===== config.mk =====
export PLATFORM = sky130hd
export DESIGN_NAME = fre_gen
export DESIGN_NICKNAME = d
export VERILOG_FILES = /design/src/rtl/fre_pkg.sv /design/src/rtl/fre_div.sv /design/src/rtl/fre_gen.sv
export SDC_FILE = /design/constraint.sdc
export NUM_CORES = 1
export LEC_CHECK = 0
export CELL_PAD_IN_SITES_DETAIL_PLACEMENT = 2
export CELL_PAD_IN_SITES_GLOBAL_PLACEMENT = 2
export CORE_UTILIZATION = 41
export CTS_CLUSTER_SIZE = 12
export DETAILED_ROUTE_END_ITERATION = 16
export DONT_BUFFER_PORTS = 1
export PLACE_DENSITY = 0.82
export SYNTH_ARGS = -nofsm -noshare
export SYNTH_HDL_FRONTEND = slang
export SYNTH_SLANG_ARGS = --single-unit
export TNS_END_PERCENT = 50

===== constraint.sdc =====
create_clock -name clk -period 3.6 [get_ports clk]
set_input_delay 0.9 -clock clk [delete_from_list [all_inputs] [get_ports clk]]
set_output_delay 0.9 -clock clk [all_outputs]
set_load 0.005 [all_outputs]

===== src/rtl/fre_pkg.sv =====
// fre_pkg: definitions shared by the fre_gen / fre_count measurement path.
//   - FSM state encoding used by fre_gen (exported on its debug port)
//   - BCD setpoint geometry and the default system clock frequency
//   - small BCD helpers used by the accumulator and the range check
package fre_pkg;

  localparam int BCD_DIGITS   = 4;
  localparam int BCD_W        = 16;
  localparam int ACC_W        = 14;        // holds 9999 (and any 4-nibble overflow stays harmless)
  localparam int DEF_CLK_FREQ = 5_000_000;

  typedef enum logic [2:0] {
    ST_IDLE = 3'd0,
    ST_BCD  = 3'd1,
    ST_CHK  = 3'd2,
    ST_DIV  = 3'd3,
    ST_RUN  = 3'd4
  } fre_state_t;

  // Digit selector, most significant digit first: idx 0 = thousands.
  function automatic logic [3:0] bcd_digit(input logic [BCD_W-1:0] v,
                                           input logic [1:0]       idx);
    logic [3:0] d;
    case (idx)
      2'd0:    d = v[15:12];
      2'd1:    d = v[11:8];
      2'd2:    d = v[7:4];
      default: d = v[3:0];
    endcase
    return d;
  endfunction

  // True when any nibble is outside 0..9.
  function automatic logic bcd_any_bad(input logic [BCD_W-1:0] v);
    return (v[15:12] > 4'd9) || (v[11:8] > 4'd9) ||
           (v[7:4]   > 4'd9) || (v[3:0]  > 4'd9);
  endfunction

endpackage


===== src/rtl/fre_div.sv =====
// fre_div: sequential restoring divider, one quotient bit per clock.
//   clk       in   system clock
//   rst       in   asynchronous active-low reset
//   start     in   1-cycle pulse: capture dividend/divisor, begin dividing
//   dividend  in   DIV_W bits
//   divisor   in   DIV_W bits, must be non-zero when start is pulsed
//   done      out  1-cycle pulse, DIV_W cycles after start; quotient valid
//   quotient  out  DIV_W bits, holds its value until the next start
// The first quotient bit is produced on the start edge itself, so done is
// seen exactly DIV_W cycles after the start cycle.
module fre_div #(
  parameter int DIV_W = 24
) (
  input  logic             clk,
  input  logic             rst,
  input  logic             start,
  input  logic [DIV_W-1:0] dividend,
  input  logic [DIV_W-1:0] divisor,
  output logic             done,
  output logic [DIV_W-1:0] quotient
);

  localparam int LW = $clog2(DIV_W + 1);

  logic [DIV_W-1:0] rem;
  logic [DIV_W-1:0] quo;
  logic [DIV_W-1:0] dvs;
  logic [LW-1:0]    left;

  // One restoring step on {remainder, quotient-shift-register}.
  // The subtraction is done modulo 2^DIV_W: when it is taken the true
  // result is below the divisor, so the dropped top bit is always zero.
  function automatic logic [2*DIV_W-1:0] div_step(input logic [DIV_W-1:0] r,
                                                  input logic [DIV_W-1:0] q,
                                                  input logic [DIV_W-1:0] d);
    logic [DIV_W:0] sh;
    sh = {r, q[DIV_W-1]};
    if (sh >= {1'b0, d})
      return {sh[DIV_W-1:0] - d, q[DIV_W-2:0], 1'b1};
    else
      return {sh[DIV_W-1:0], q[DIV_W-2:0], 1'b0};
  endfunction

  always_ff @(posedge clk or negedge rst) begin
    if (!rst) begin
      rem  <= '0;
      quo  <= '0;
      dvs  <= '0;
      left <= '0;
      done <= 1'b0;
    end else begin
      done <= 1'b0;
      if (start) begin
        {rem, quo} <= div_step('0, dividend, divisor);
        dvs        <= divisor;
        left       <= LW'(DIV_W - 1);
      end else if (left != '0) begin
        {rem, quo} <= div_step(rem, quo, dvs);
        left       <= left - LW'(1);
        if (left == LW'(1)) done <= 1'b1;
      end
    end
  end

  assign quotient = quo;

endmodule


===== src/rtl/fre_gen.sv =====
// fre_gen: programmable square-wave source driven by a 4-digit BCD setpoint (Hz).
//   clk        in   system clock, rising edge
//   rst        in   asynchronous active-low reset
//   load       in   1-cycle request: sample fset and retune
//   fset       in   BCD setpoint, [15:12] thousands .. [3:0] units
//   en         in   output enable (0 forces signal low, phase counter held at 0)
//   signal     out  generated square wave, period 2*half clk cycles
//   busy       out  setpoint conversion / division in progress
//   valid      out  a legal divisor is installed and the generator runs
//   err        out  last accepted setpoint was illegal
//   dbg_state  out  current FSM state
//
// Handshake: load is a single-cycle request with no acknowledge. It is taken
// on a rising edge only while busy=0 (FSM in IDLE or RUN); a load seen while
// busy=1 is dropped. busy rises the cycle after acceptance and stays high for
// DIV_W+5 cycles (legal setpoint) or 5 cycles (illegal). valid/err are
// updated on the edge on which busy falls.
module fre_gen
  import fre_pkg::*;
#(
  parameter int CLK_FREQ = DEF_CLK_FREQ,
  parameter int DIV_W    = 24
) (
  input  logic             clk,
  input  logic             rst,
  input  logic             load,
  input  logic [BCD_W-1:0] fset,
  input  logic             en,
  output logic             signal,
  output logic             busy,
  output logic             valid,
  output logic             err,
  output fre_state_t       dbg_state
);

  fre_state_t state, state_nx;

  logic [BCD_W-1:0] fset_q;
  logic [1:0]       dig_idx;
  logic [ACC_W-1:0] acc;

  logic [DIV_W-1:0] half;     // active half period
  logic [DIV_W-1:0] hnew;     // pending half period, adopted at the next toggle
  logic [DIV_W-1:0] cnt;

  logic             accept;
  logic             chk_bad;
  logic             div_start;
  logic             div_done;
  logic [DIV_W-1:0] div_q;
  logic [DIV_W-1:0] div_q_fix;
  logic [DIV_W-1:0] two_acc;

  logic [DIV_W-1:0] cnt_nx;
  logic [DIV_W-1:0] half_nx;
  logic             sig_nx;

  assign accept  = load && ((state == ST_IDLE) || (state == ST_RUN));
  assign two_acc = DIV_W'({acc, 1'b0});

  // Range check on the fully accumulated setpoint.
  assign chk_bad = bcd_any_bad(fset_q) || (acc == '0) ||
                   (two_acc > DIV_W'(CLK_FREQ));

  // A quotient of zero cannot occur for a legal setpoint; clamp anyway so a
  // running generator never sees half=0.
  assign div_q_fix = (div_q == '0) ? DIV_W'(1) : div_q;

  // ---------------------------------------------------------------- FSM
  always_ff @(posedge clk or negedge rst) begin
    if (!rst) state <= ST_IDLE;
    else      state <= state_nx;
  end

  always_comb begin
    state_nx  = state;
    div_start = 1'b0;
    case (state)
      ST_IDLE: if (accept) state_nx = ST_BCD;
      ST_BCD:  if (dig_idx == 2'(BCD_DIGITS - 1)) state_nx = ST_CHK;
      ST_CHK: begin
        if (chk_bad) begin
          state_nx = ST_IDLE;
        end else begin
          div_start = 1'b1;
          state_nx  = ST_DIV;
        end
      end
      ST_DIV:  if (div_done) state_nx = ST_RUN;
      ST_RUN:  if (accept) state_nx = ST_BCD;
      default: state_nx = ST_IDLE;
    endcase
  end

  assign busy      = (state == ST_BCD) || (state == ST_CHK) || (state == ST_DIV);
  assign dbg_state = state;

  // ------------------------------------------------- BCD accumulator
  always_ff @(posedge clk or negedge rst) begin
    if (!rst) begin
      fset_q  <= '0;
      acc     <= '0;
      dig_idx <= '0;
    end else if (accept) begin
      fset_q  <= fset;
      acc     <= '0;
      dig_idx <= '0;
    end else if (state == ST_BCD) begin
      acc     <= acc * ACC_W'(10) + ACC_W'(bcd_digit(fset_q, dig_idx));
      dig_idx <= dig_idx + 2'd1;
    end
  end

  // ------------------------------------------------------- divider
  fre_div #(.DIV_W(DIV_W)) u_div (
    .clk      (clk),
    .rst      (rst),
    .start    (div_start),
    .dividend (DIV_W'(CLK_FREQ)),
    .divisor  (two_acc),
    .done     (div_done),
    .quotient (div_q)
  );

  // --------------------------------------------- phase counter step
  // Next phase-counter values for one running cycle. half only changes on
  // a toggle, which keeps every emitted phase a whole old or new half.
  always_comb begin
    cnt_nx  = cnt;
    sig_nx  = signal;
    half_nx = half;
    if (!en) begin
      cnt_nx = '0;
      sig_nx = 1'b0;
    end else if (cnt == half - DIV_W'(1)) begin
      cnt_nx  = '0;
      sig_nx  = ~signal;
      half_nx = hnew;
    end else begin
      cnt_nx = cnt + DIV_W'(1);
    end
  end

  // ----------------------------------- status and waveform registers
  always_ff @(posedge clk or negedge rst) begin
    if (!rst) begin
      signal <= 1'b0;
      valid  <= 1'b0;
      err    <= 1'b0;
      half   <= '0;
      hnew   <= '0;
      cnt    <= '0;
    end else begin
      if (accept) err <= 1'b0;

      if ((state == ST_CHK) && chk_bad) begin
        // Illegal setpoint stops the generator at once, even mid-retune.
        err    <= 1'b1;
        valid  <= 1'b0;
        signal <= 1'b0;
        half   <= '0;
        hnew   <= '0;
        cnt    <= '0;
      end else if ((state == ST_DIV) && div_done) begin
        valid <= 1'b1;
        hnew  <= div_q_fix;
        if (!valid) begin
          // Starting from IDLE: install directly, waveform starts low.
          half   <= div_q_fix;
          cnt    <= '0;
          signal <= 1'b0;
        end else begin
          // Retune: keep the running phase; hnew is picked up at a toggle.
          cnt    <= cnt_nx;
          signal <= sig_nx;
          half   <= half_nx;
        end
      end else if (valid) begin
        cnt    <= cnt_nx;
        signal <= sig_nx;
        half   <= half_nx;
      end
    end
  end

endmodule


-- After elaboration in Yosys (flattened, before gate mapping)
Cells that the tools add are included.
- add/subtract/negate cells: 7
- multiply operators: 1
- magnitude comparators: 7
- equality and inequality tests: 12
- mux-type cells: 50
- bitwise logic cells: 1
- reductions and logical operators: 23
- operator list (cell ; count):
    $mux W24 ; 19
    $mux W48 ; 2
    $mux W14 ; 2
    $ge A25 B15 Y1 ; 1
    $add A24 B1 Y24 const B ; 1
    $eq A24 B24 Y1 ; 1
    $logic_not A24 Y1 ; 1
    $sub A24 B1 Y24 const B ; 1
    $sub A24 B15 Y24 ; 1
    $gt A15 B23 Y1 const B ; 1
    $gt A4 B4 Y1 const B ; 4
    $sub A1 B15 Y16 const A ; 1
    $ge A1 B15 Y1 const A ; 1
    $mux W1 ; 15
    $add A14 B4 Y14 ; 1
    $logic_not A14 Y1 ; 1
    $mul A14 B3 Y13 const B ; 1
    $pmux W3 S4 ; 1
    $pmux W4 S3 ; 1
    $mux W5 ; 2
    $mux W3 ; 3
    $logic_or A1 B1 Y1 ; 8
    $mux W4 ; 2
    $reduce_bool A2 Y1 ; 4
    19 further kinds ; 26
- bits in registers: 178
- input bits: 20
- output and inout port bits: 7
- word-level logic and storage cells: 116

-- Depth between registers and ports, before layout
- depth in word-level cells: 9
- mapped depth: 14
- mapped depth without buffers: 14

-- By module
Synthesis repeated with hierarchy kept, for this count alone.
- cell total of the unflattened synthesis: 1292
- area, all modules: 11967.7 µm²
- by module, submodules not included (module ; instances ; cells an instance ; area an instance (µm²) ; seq. area each (µm²)):
    fre_gen ; 1 ; 727 ; 7033.0 ; 2752.6
    fre_div ; 1 ; 565 ; 4934.7 ; 1951.9

-- Least setup slack after synthesis
No wires, ideal clock.
- path type: register to register
- from: register half[0]
- to: register signal
- setup time: 87 ps
- data arrival time: 2857 ps
- required time: 3513 ps
- setup slack: 657 ps
- cell stages (with the launch flop): 12
- buffers on the path: 1
- clock period less this slack: 2943 ps
- cell sequence: dfrtp_1 > clkbuf_1 > inv_1 > ha_1 > or4b_1 > nor2_1 > and2_1 > o2111ai_1 > nor4_2 > nand4_4 > or4_1 > o211ai_1
- word-level cells in the longest chain between the ends: 7
- elaborated cells between the ends (all ways): 8
- classes of those cells: add/sub (1); eq/ne (1); mux (6)
- RTL lines (what ; RTL line ; RTL):
    from (decl) ; fre_gen.sv:42 ; logic [DIV_W-1:0] half;
    from (signal assigned) ; fre_gen.sv:169 ; half <= div_q_fix;
    from (signal assigned) ; fre_gen.sv:176 ; half <= half_nx;
    from (signal assigned) ; fre_gen.sv:181 ; half <= half_nx;
    $sub A24 B1 Y24 (*) ; fre_gen.sv:135 ; end else if (cnt == half - DIV_W'(1)) begin
    $eq A24 B24 Y1 (*) ; fre_gen.sv:135 ;
    $mux W1 (*) ; fre_gen.sv:135 ;
    $mux W1 (*) ; fre_gen.sv:132 ; if (!en) begin
    $mux W1, on equally long branches ; fre_gen.sv:178, fre_gen.sv:167 ;
    $mux W1 (*) ; fre_gen.sv:164 ; end else if ((state == ST_DIV) && div_done) begin
    $mux W1 (*) ; fre_gen.sv:156 ; if ((state == ST_CHK) && chk_bad) begin
    to (signal assigned) ; fre_gen.sv:175 ; signal <= sig_nx;
    to (signal assigned) ; fre_gen.sv:180 ; signal <= sig_nx;
    to (decl) ; fre_gen.sv:29 ; output logic signal,
Every way passes the cells marked *; elsewhere a longest branch is shown, timed or not. The select of a mux whose other input is x is not followed.
A chain may end at the register's enable or synchronous reset.

-- Worst setup path in the final report
- from: register half[0]
- to: register half[22]
- word-level cells in the longest chain between the ends: 7
- elaborated cells between the ends (all ways): 8
- classes of those cells: add/sub (1); eq/ne (1); mux (6)
- RTL lines (what ; RTL line):
    $sub A24 B1 Y24 (*) ; fre_gen.sv:135
    $eq A24 B24 Y1 (*) ; fre_gen.sv:135
    $mux W24 (*) ; fre_gen.sv:135
    $mux W24 (*) ; fre_gen.sv:132
    $mux W24, on equally long branches ; fre_gen.sv:178, fre_gen.sv:167
    $mux W24 (*) ; fre_gen.sv:164
    $mux W24 (*) ; fre_gen.sv:156
Marks and branches as above.

==> metrics.txt <==
outcome=finished, final reports clean; clock sinks=about 180; Total Wirelength=~35,000 um; Clk pin slew, worst setup/hold paths=approximately 0.080 ns; ys flop type=dfrtp_1; fin crit period=approximately 3.4 ns; number of port buffers=0; Avg Cell Area, Syn=roughly 8.7 um2; Fmax=0.2981 GHz; Filler cells=roughly 2,800; Chip Height=around 160 um; TNS Setup=0 ns; yosys warns=0; Synth Area in XOR/XNOR=0.06770; CTS Buf Count=17; drt initial violations=between 400 and 500; post-synthesis sequential area ratio=0.4148; Final Max Slew Viols=0; Crit path arrival time=3.68 ns; grt total ovfl=0; worst-path cell chain=inv_1, ha_1, or4b_1, nor2_1, and2_1, o2111ai_1, nor4_2, nand4_1, buf_4, nand3_1, o211ai_1; Worst Path Required=between 3 and 4 ns; first-pass GRT wire length=around 56,000 um; antenna cells=0; drt first pass iters=4; Async SR Flop Fraction=1.000; final std cells w/o fill=1,548; crit-path max cell delay=roughly 0.58 ns; HPWL Detailed=23,220 um; drc violations=0; routed vias=around 9,300; CP max stage cell=or4b_1; Site Rows=58; largest net degree at the start of global routing=179; htree depth=4; die area=~27,000 um2; Total GRT Usage=0.2690; cell area after synthesis=roughly 11,000 um2; CTS root buf=clkbuf_16; post-route ant nets=0; Clock Skews=~0.021 ns; initial antenna violation count=0; Chip Width=about 160 um; Resized Gates After CTS=0; CTS tree=built; max cap viols=0; hold buffer count at cts=0; Post-Synth Adder-Cell Area=0.05919; leakage power total=between 4 and 5 nW; Nets=~1,300; hold crit path type=input pin to asynchronous set/reset pin; starting density of the core=0.4228; synth unique cells=70; drt wl/cell=~22 um; final setup fails=0; Slew headroom=0.4030; PwrDens=approximately 1100 nW/um2; CORE AREA=25,400 um2; worst skew pair latency=0.48 ns; fin crit share=0.9317; crit-path max FO=48; Crit. End Element=flop; ratio of cells with drive above 1 in the final layout=0.07471; largest family of logic cells by synthesized area=simple AND/OR/NAND/NOR gates; Via density=~6.0; Synth Area in Compound Gates=0.1821; CTS Buffer Depth=2; Startpoint Class=flop; Post-CTS Setup Inserts=0; Final Hold Vio Count=0; multiplexer area fraction after synthesis=0.02156; I/O pin cnt=27; area post-placement=11,060 um2; Layout area overhead=8.995%; WS Path Type=flop to flop; EDFF count, synth=0; vias in the first global route=slightly above 10,000; Inst Count DP=1,516; Worst Tran Pin Value=approximately 0.89 ns; #FFs+latches synth=roughly 180; design area=between 10,000 and 15,000 um2; VDD IR max=about 0.55 mV; final core occ=0.4608; worst r2r path cells=11; post-synth net total=1,298; simple-gate share of the synthesized area=0.2134; routability cong.=between 0.8 and 0.9; RSZ-0062 raised after global routing=no; Syn Inst Count=approximately 1,200
==> synthesized netlist by cell type (all sizes together) (4+ instances only) <==
cell type / n / share of area
nand3b: 6 / 0.0042
or3: 10 / 0.0058
o21a: 6 / 0.0042
mux2: 17 / 0.018
nor3b: 6 / 0.0042
nand2b: 9 / 0.0052
nor2: 92 / 0.032
nand2: 186 / 0.065
clkbuf: 50 / 0.017
and2: 8 / 0.0047
a22oi: 25 / 0.017
inv: 43 / 0.015
nor3: 27 / 0.014
a22o: 4 / 0.0033
dfrtp: 178 / 0.41
a21oi: 108 / 0.050
o21ai: 65 / 0.030
a31oi: 5 / 0.0029
buf: 16 / 0.0084
o22a: 4 / 0.0033
or4: 10 / 0.0080
mux2i: 4 / 0.0037
o31ai: 8 / 0.0056
or2: 6 / 0.0035
nor2b: 12 / 0.0070
nand4: 11 / 0.0078
a211oi: 9 / 0.0063
o211ai: 39 / 0.027
ha: 46 / 0.054
and3: 10 / 0.0058
nor4: 27 / 0.016
nand3: 50 / 0.023
a21o: 7 / 0.0049
xnor2: 59 / 0.048
xor2: 24 / 0.020
==> cell type report <==
type,count,area [um2],area share
clock buffer,17,425.4,0.03635
clock inverter,15,214.0,0.01828
inverter,44,165.2,0.01411
multi-input combinational,941,5847,0.4996
sequential,178,4454,0.3806
tap,330,412.9,0.03528
timing repair buffer,23,185.2,0.01582
==> flip-flops by register name, indices dropped and copies added (netlist names) <==
register and flops:
u_div.dvs 14, u_div.rem 24, half 24, fset_q 16, signal 1, cnt 24
dig_idx 2, u_div.done 1, valid 1, u_div.left 5, u_div.quotient 24, err 1
dbg_state 3, acc 14, hnew 24
==> worst max-delay path: cells and delay by family, from the launching register on <==
kind                       cells  cell delay [ns]
and+or+nand+nor                6             1.79
DFF                            1             0.46
buffers and inverters          2             0.41
adders and majority gates      1             0.28
AOI/OAI and AO/OA              2             0.25
==> metrics by stage <==
step / worst slack, ns / total power, mW / hold WS [ns]
after CTS: 0.2345 / 13.27 / 0.1021
final: 0.2459 / 13.22 / 0.1189
after floorplan: 0.6565 / 8.946 / 0.4563
after global placement: 0.4925 / 10.47 / 0.4961
after detailed placement: 0.2760 / 10.95 / 0.5026
after global routing: 0.006231 / 14.14 / 0.09924
==> metal layers <==
| layer | part of all wire | routed length [um] | track usage | vias to the layer above |
|---|---|---|---|---|
| li1 | - | - | - | 4316 |
| met1 | 0.43 | 14790 | 0.3146 | 4827 |
| met2 | 0.53 | 18340 | 0.4960 | 127 |
| met3 | 0.019 | 667 | 0.04192 | 54 |
| met4 | 0.021 | 730 | 0.09175 | 0 |
| met5 | 0 | 0 | 0 | - |
==> power by group <==
group / switching [mW] / internal, mW
Combinational: 4.30 / 3.10
Clock: 1.07 / 0.970
Sequential: 0.960 / 2.82
Total: 6.33 / 6.89
==> placed cells by master, fill, tap and decap left out, types with 12 or more instances in the layout <==
master / instances
nand3_1: 50
xor2_1: 24
dfrtp_1: 178
o21ai_0: 64
nor4_1: 26
clkbuf_16: 17
nor3_1: 24
inv_1: 43
a22oi_1: 25
nor2_1: 92
nor2b_1: 12
a21oi_1: 108
nand2_1: 185
o211ai_1: 39
mux2_2: 17
ha_1: 46
xnor2_1: 59
buf_4: 22
==> cells by family (layout without fill, tap and decap cells) <==
family | after synthesis | count (layout)
flops | 178 | 178
buf+inv | 110 | 99
fa+ha+maj | 49 | 49
mux | 21 | 21
compound gates | 311 | 311
simple gates | 477 | 477
xor+xnor | 83 | 83
==> final timing paths <==
path                               from       end  slack [ns]
min in group clk                    err       err        0.52
max in group asynchronous           rst  half[14]        3.05
worst max-delay path            half[0]  half[22]        0.25
worst min-delay path                rst    cnt[2]        0.12
worst max register to register  half[0]  half[22]        0.25
worst min register to register      err       err        0.52
Note: power is estimated with default switching activity, not from simulation.
